===== config.mk =====
export PLATFORM = sky130hd
export DESIGN_NAME = cl_rd_ctrl_preafu
export DESIGN_NICKNAME = d
export VERILOG_FILES = /design/src/rtl/cl_rd_ctrl_preafu.sv
export SDC_FILE = /design/constraint.sdc
export NUM_CORES = 2
export LEC_CHECK = 0
export BUFFER_PORTS_ARGS = -buffer_cell sky130_fd_sc_hd__buf_2
export CAP_MARGIN = 20
export CORE_ASPECT_RATIO = 1.25
export CORE_MARGIN = 10
export CORE_UTILIZATION = 30
export DETAILED_ROUTE_END_ITERATION = 8
export RECOVER_POWER = 50
export SLEW_MARGIN = 20
export SYNTH_ARGS = -nofsm -noshare
export SYNTH_HDL_FRONTEND = slang
export SYNTH_SLANG_ARGS = --single-unit
export TNS_END_PERCENT = 30

===== constraint.sdc =====
create_clock -name clk -period 2.1 [get_ports clk]
set_input_delay 0.21 -clock clk [delete_from_list [all_inputs] [get_ports clk]]
set_output_delay 0.21 -clock clk [all_outputs]
set_load 0.02 [all_outputs]

===== src/rtl/cl_rd_ctrl_preafu.sv =====
// Read-side sequencer for the pre-AFU cache-line frame buffer.
// Latches a frame's CL count, issues FIFO reads under a 2-credit limit,
// streams the CLs to the AFU with sop/eop markers, then pulses finish.
module cl_rd_ctrl_preafu #(
    parameter int CL                  = 512,
    parameter int w_NumOfST_in_AFUFrm = 16,
    parameter int LOG2_ST_PER_CL      = 0
) (
    input  logic                           clk,
    input  logic                           rst_n,
    input  logic                           ff_rd_ready,
    input  logic [w_NumOfST_in_AFUFrm-1:0] sb_len,
    output logic                           ff_rdreq,
    input  logic [CL-1:0]                  ff_q,
    output logic                           ff_rd_finish,
    output logic [CL-1:0]                  source_data,
    output logic                           source_valid,
    input  logic                           source_ready,
    output logic                           source_sop,
    output logic                           source_eop,
    output logic                           busy
);

    localparam int LW = w_NumOfST_in_AFUFrm;
    localparam logic [LW-1:0] LP_REM_MASK = LW'((64'd1 << LOG2_ST_PER_CL) - 64'd1);

    typedef enum logic [2:0] {
        S_IDLE,
        S_READ,
        S_DRAIN,
        S_FIN,
        S_GAP
    } state_t;

    state_t          r_state;
    state_t          w_state_nxt;
    logic [LW-1:0]   r_rd_left;
    logic [LW-1:0]   r_out_left;
    logic [LW-1:0]   w_cl_cnt;
    logic            r_first;
    logic            r_inflight;
    logic [CL-1:0]   r_skid [2];
    logic            r_wr_ptr;
    logic            r_rd_ptr;
    logic [1:0]      r_skid_cnt;
    logic            w_latch;
    logic            w_rdreq;
    logic            w_valid;
    logic            w_pop;
    logic            w_skid_wr;
    logic            w_skid_pop;

    // ceil(sb_len / 2^LOG2): whole CLs plus one for any partial remainder
    assign w_cl_cnt = (sb_len >> LOG2_ST_PER_CL) + LW'(|(sb_len & LP_REM_MASK));

    // The read in flight is treated as a virtual head entry: its data is
    // presented straight from ff_q and only lands in the skid if not taken.
    assign w_valid    = (r_skid_cnt != 2'd0) | r_inflight;
    assign w_pop      = w_valid & source_ready;
    assign w_skid_pop = w_pop & (r_skid_cnt != 2'd0);
    assign w_skid_wr  = r_inflight & ~(w_pop & (r_skid_cnt == 2'd0));

    assign source_valid = w_valid;
    assign source_data  = (r_skid_cnt != 2'd0) ? r_skid[r_rd_ptr] :
                          (r_inflight ? ff_q : '0);
    assign source_sop   = w_valid & r_first;
    assign source_eop   = w_valid & (r_out_left == LW'(1));
    assign ff_rdreq     = w_rdreq;
    assign ff_rd_finish = (r_state == S_FIN);
    assign busy         = (r_state == S_READ) | (r_state == S_DRAIN) | (r_state == S_FIN);

    // Next-state and read-request decode
    always_comb begin
        w_state_nxt = r_state;
        w_rdreq     = 1'b0;
        w_latch     = 1'b0;
        case (r_state)
            S_IDLE: begin
                if (ff_rd_ready) begin
                    w_latch = 1'b1;
                    // Zero-length frames pass through DRAIN so the finish
                    // pulse keeps the same two-cycle distance from the latch.
                    w_state_nxt = (w_cl_cnt == '0) ? S_DRAIN : S_READ;
                end
            end
            S_READ: begin
                w_rdreq = (r_rd_left != '0) &&
                          (({1'b0, r_skid_cnt} + {2'b00, r_inflight}) < 3'd2);
                if ((r_rd_left == '0) || ((r_rd_left == LW'(1)) && w_rdreq))
                    w_state_nxt = S_DRAIN;
            end
            S_DRAIN: begin
                if ((r_out_left == '0) || ((r_out_left == LW'(1)) && w_pop))
                    w_state_nxt = S_FIN;
            end
            S_FIN:   w_state_nxt = S_GAP;
            S_GAP:   w_state_nxt = S_IDLE;
            default: w_state_nxt = S_IDLE;
        endcase
    end

    // State register
    always_ff @(posedge clk or negedge rst_n) begin
        if (!rst_n) r_state <= S_IDLE;
        else        r_state <= w_state_nxt;
    end

    // Frame counters, first-beat flag and read-in-flight tracker
    always_ff @(posedge clk or negedge rst_n) begin
        if (!rst_n) begin
            r_rd_left  <= '0;
            r_out_left <= '0;
            r_first    <= 1'b0;
            r_inflight <= 1'b0;
        end else begin
            r_inflight <= w_rdreq;
            if (w_latch) begin
                r_rd_left  <= w_cl_cnt;
                r_out_left <= w_cl_cnt;
                r_first    <= 1'b1;
            end else begin
                if (w_rdreq) r_rd_left <= r_rd_left - LW'(1);
                if (w_pop) begin
                    r_out_left <= r_out_left - LW'(1);
                    r_first    <= 1'b0;
                end
            end
        end
    end

    // Two-entry output skid
    always_ff @(posedge clk or negedge rst_n) begin
        if (!rst_n) begin
            r_skid[0]  <= '0;
            r_skid[1]  <= '0;
            r_wr_ptr   <= 1'b0;
            r_rd_ptr   <= 1'b0;
            r_skid_cnt <= 2'd0;
        end else begin
            if (w_skid_wr) begin
                r_skid[r_wr_ptr] <= ff_q;
                r_wr_ptr         <= ~r_wr_ptr;
            end
            if (w_skid_pop) r_rd_ptr <= ~r_rd_ptr;
            case ({w_skid_wr, w_skid_pop})
                2'b10:   r_skid_cnt <= r_skid_cnt + 2'd1;
                2'b01:   r_skid_cnt <= r_skid_cnt - 2'd1;
                default: r_skid_cnt <= r_skid_cnt;
            endcase
        end
    end

    ap_skid_bound: assert property (@(posedge clk) disable iff (!rst_n)
        ({1'b0, r_skid_cnt} + {2'b00, r_inflight}) <= 3'd2);

endmodule


[After elaboration in Yosys (flattened, before gate mapping)]
Index checks and enable logic that the tools add are counted.
Storage, ports and cells
  logic and storage cells: 83
  bits in registers: 1065
  output and inout port bits: 518
Cells by class
  bitwise gates (word level): 14
  magnitude comparators: 4
  reduce and logical (&&, ||, !) cells: 17
  add/sub/neg operators: 5
  equal/unequal tests: 10
  mux-type cells: 23
Operator list (number)
  $mux 512: 6
  $bwmux 1024: 1
  $demux 512 s1: 1
  $mux 16: 4
  $logic_not 16->1: 3
  $eq 16x1->1 const B: 2
  $sub 16x1->16 const B: 2
  $reduce_bool 16->1: 1
  $pmux 3 s4: 1
  $mux 3: 3
  $reduce_bool 2->1: 4
  $and 1x1->1: 6
  $eq 3x2->1 const B: 2
  $mux 1: 5
  $ge 2x2->1 const B: 2
  $logic_and 1x1->1: 4
  $ne 2x1->1 const B: 2
  $not 1->2: 2
  $pmux 2 s2: 1
  $add 2x1->3: 1
  $eq 3x1->1 const B: 1
  $logic_not 3->1: 1
  $lt 3x2->1 const B: 1
  $not 1->1: 3
  11 further kinds: 14

[Depth between registers and ports, before layout]
  depth after elaboration: 8
  mapped depth: 9

[Worst setup path before layout]
No wires, ideal clock.
  kind: register to output
  start: register r_skid_cnt[0]
  end: output source_data[273]
  path buffers: 5
  slack: 0.020 ns
  cell stages (with the launch flop): 9
  data arrival time: 1.870 ns
  cells stage by stage: dfrtp_1 > buf_2 > nor2_2 > buf_2 > buf_2 > buf_2 > clkbuf_1 > nand3_1 > o21ai_0
Between the ends
  cells in the longest elaborated chain, start to end: 2
RTL lines
  start: declaration: line 45  | logic [1:0] r_skid_cnt;
  start signal: assignment: line 146  | 2'b10: r_skid_cnt <= r_skid_cnt + 2'd1;
  start signal: assignment: line 147  | 2'b01: r_skid_cnt <= r_skid_cnt - 2'd1;
  start signal: assignment: line 148  | default: r_skid_cnt <= r_skid_cnt;
  $reduce_bool 2->1: line 64  | assign source_data = (r_skid_cnt != 2'd0) ? r_skid[r_rd_ptr] :
  $mux 512: line 64
  end: declaration: line 16  | output logic [CL-1:0] source_data,
Every way passes these cells.

[Worst setup path in the final report]
  start: register r_rd_ptr
  end: output source_data[36]
Between the ends
  cells in the longest elaborated chain, start to end: 5
RTL lines
  start: declaration: line 44  | logic r_rd_ptr;
  start signal: assignment: line 144  | if (w_skid_pop) r_rd_ptr <= ~r_rd_ptr;
  $not 1->2 (not written as such): line 64
  $mux 512 (not written as such) (3 in a row): line 64
  $mux 512: line 64
Every way passes these cells. The select of a mux whose other input is x is not followed.

==> reports/qor.csv <==
metric,value,unit
asr flop ratio synth,1.00,
Mapped Cells,4181,
Synth area leader,dfrtp_1,
Post-synth EDFFs,0,
CTS tree,built,
placed cells,7436,
worst skew pair latency,0.75,ns
outcome,"finished, violations left",
area grow syn2layout,44.0,%
register bit count reported by yosys,1065,
clk_skew,0.0598,ns
average size of a mapped cell,12.3,µm²
Die H,483,µm
maximum vdd drop,1490,µV
Max-slew headroom,0.293,
clk sinks,1065,
routed length per placed instance,23.9,µm
Worst R2R Start,r_skid_cnt[1]$_DFFE_PN0P_,
DRC Markers,0,
crit end category,output port,
antenna violations before repair,69,
Area contributors post-synth,"dfrtp_1 (52%), mux2_2 (12%), mux2_1 (10%), mux2i_1 (9.9%), o21ai_0 (5.1%)",
worst-margin pin slew,1.06,ns
grt ovf,0,
Pins Over Slew Limit,0,
routed vias/inst,5.09,
Syn Nets,4720,
combinational share of power,0.600,
part of the power in the clock network,0.140,
area of the mapped netlist,51500,µm²
max_cap viols,0,
IO Port Bufs,1049,
H-tree depth,3,
Die W,391,µm
nets,6501,
Yosys warnings,0,
setup violators final,1362,
HPWL Detailed,138000,µm
Synth top area share,0.517,
crit share post-route,1.30,
pwr dens,1900,nW/µm²
RSZ-0062 raised after global routing,true,
final hold vios,0,
Total Neg Setup Slack,-359.12,ns
die area,189000,µm²
number of global-route vias before repair,43100,
Hold Startpoint,ff_q[339],
Clock Pin Slew Worst Setup and Hold Paths,0.06,ns
Initial Util,0.301,
Switching Share,0.431,
Startpoint Class,flip-flop,
Worst Hold Class,input pin to flip-flop,
starting DRC count in detailed routing,2707,
cell with the most instances after synthesis,dfrtp_1,
LEAKAGE,0.0332,µW
GRT Util Overall,0.193,
failing checks,negative setup slack,
post-route ant nets,0,
WHS Path Cells,3,
TritonCTS buffer count,109,
most instantiated cells after synthesis,"dfrtp_1 (1065), mux2_2 (555), o21ai_0 (528), nand3_1 (525), mux2i_1 (512)",
first-pass GRT wire length,283000,µm
Ports,1050,
"Seq/Total Area, Yosys",0.517,
Finished Core Util,0.433,
largest net degree at the start of global routing,119,
clock buffer depth,3,
CP required,1.89,ns
hold worst-path end,r_skid[851]$_DFFE_PN0P_,
final non-filler cell total,8338,
worst setup path category,flip-flop to output port,
core area,171000,µm²
row cnt,170,
highest clock rate,367,MHz
Sw Pwr,60700,µW
ys flop type,dfrtp_1,
clock period minus final worst setup slack,2.73,ns
internal reg-to-reg setup slack,-0.24,ns
Int Pwr,80100,µW
critical path arrival,2.52,ns
maximum fanout along the worst path,21,
post-route worst setup slack,-0.625,ns
CTS Root Cell,clkbuf_16,
GPL Wtd Cong,0.836,
layout cells sized above 1,0.390,
drt total wl,199000,µm
r2r endpoint,r_skid[902]$_DFFE_PN0P_,
Pre-Repair DR Iteration Count,7,
vias,42500,
post-synth cell types,52,
Seq pwr share,0.260,
Worst R2R Path Depth,9,
[layout make-up]
| cell class | count | area (µm²) |
|---|---|---|
| clock inverters | 32 | 442 |
| diodes | 61 | 153 |
| well taps | 2236 | 2800 |
| inverters | 7 | 26.3 |
| repair buffers | 2017 | 17200 |
| clock buffers | 158 | 3150 |
| flip-flops and latches | 1065 | 26700 |
| fillers | 15600 | 97000 |
| multi-input cells | 2762 | 23800 |
[layer usage]
layer / share of wire / up-vias / track usage / routed length (µm)
li1: - / 18900 / - / -
met5: 0.00080 / - / 0 / 160
met4: 0.031 / 28 / 0.0598 / 6200
met3: 0.077 / 276 / 0.0467 / 15300
met2: 0.47 / 1595 / 0.315 / 93400
met1: 0.42 / 21700 / 0.250 / 83800
[how the worst max path moves through the flow]
stage                                   start               end  slack [ns]
floorplan           r_skid_cnt[0]$_DFFE_PN0P_  source_data[273]        0.02
global placement    r_skid_cnt[1]$_DFFE_PN0P_  source_data[203]       -0.06
detailed placement  r_skid_cnt[1]$_DFFE_PN0P_  source_data[203]       -0.11
CTS                      r_rd_ptr$_DFFE_PN0P_  source_data[168]       -0.75
global route        r_skid_cnt[1]$_DFFE_PN0P_  source_data[480]       -0.72
finish                   r_rd_ptr$_DFFE_PN0P_   source_data[36]       -0.63
[sequential cells by signal, indices dropped and copies added (netlist names)]
signal and cells:
r_rd_ptr 1, r_state 3, r_wr_ptr 1, r_rd_left 16
r_inflight 1, r_out_left 16, r_skid 1024, r_first 1
r_skid_cnt 2
[power by group through the flow]
stage | Sequential (µW) | Clock [µW] | Combinational [µW]
final | 36600 | 19700 | 84400
after global placement | 36000 | 0 | 70900
after CTS | 36400 | 20200 | 75700
after detailed placement | 36700 | 0 | 71800
after global routing | 37700 | 21000 | 89000
after floorplan | 35100 | 0 | 44400
[critical path, stage by stage (launching register included)]
cell     delay [ns]
dfrtp_4        0.50
buf_12         0.18
buf_4          0.23
mux2i_1        0.12
o21ai_0        0.36
buf_2          0.31
[stage by stage]
stage | hold slack, ns | cell area [µm²] | worst slack (ns) | total power [µW]
final | 0.236 | 74200 | -0.625 | 141000
after global routing | 0.211 | 74100 | -0.720 | 148000
after global placement | 0.149 | 61100 | -0.0635 | 107000
after CTS | 0.157 | 71000 | -0.749 | 132000
after detailed placement | 0.149 | 61100 | -0.107 | 108000
after floorplan | -0.0856 | 51500 | 0.0203 | 79500
[logic make-up (layout without fill, tap and decap cells)]
| group | after synthesis | in the layout | share of synthesized area |
|---|---|---|---|
| other | 0 | 61 | 0 |
| adders and majority gates | 7 | 7 | 0.00170 |
| DFF | 1065 | 1065 | 0.517 |
| xor gates and xnor gates | 23 | 23 | 0.00391 |
| muxes | 1536 | 1536 | 0.323 |
| buffers and inverters | 354 | 2214 | 0.0355 |
| and+or+nand+nor | 632 | 632 | 0.0623 |
| AOI/OAI and AO/OA | 564 | 564 | 0.0562 |
[layout by cell type, fill, tap and decap left out, drive strengths merged, types with 11 or more instances in the layout]
master          n
nor2           22
xor2           11
dfrtp        1065
o21ai         530
mux2         1024
diode          61
nand3         525
xnor2          12
mux2i         512
inv            11
buf          1410
dlygate4sd3   532
clkbuf        229
nand2          33
clkinv         20
nor4           11
[timing repair]
item / 4_1_cts / 5_1_grt
setup endpoints to repair: 612 / 1198
hold buffers: 532 / 0
cloned: 12 / 49
gates resized for setup: 162 / 580
pin swaps: 5 / 11
setup buffers: 20 / 46
endpoints found under the hold margin: 2071 / 0
(Power assumes the default switching activity.)
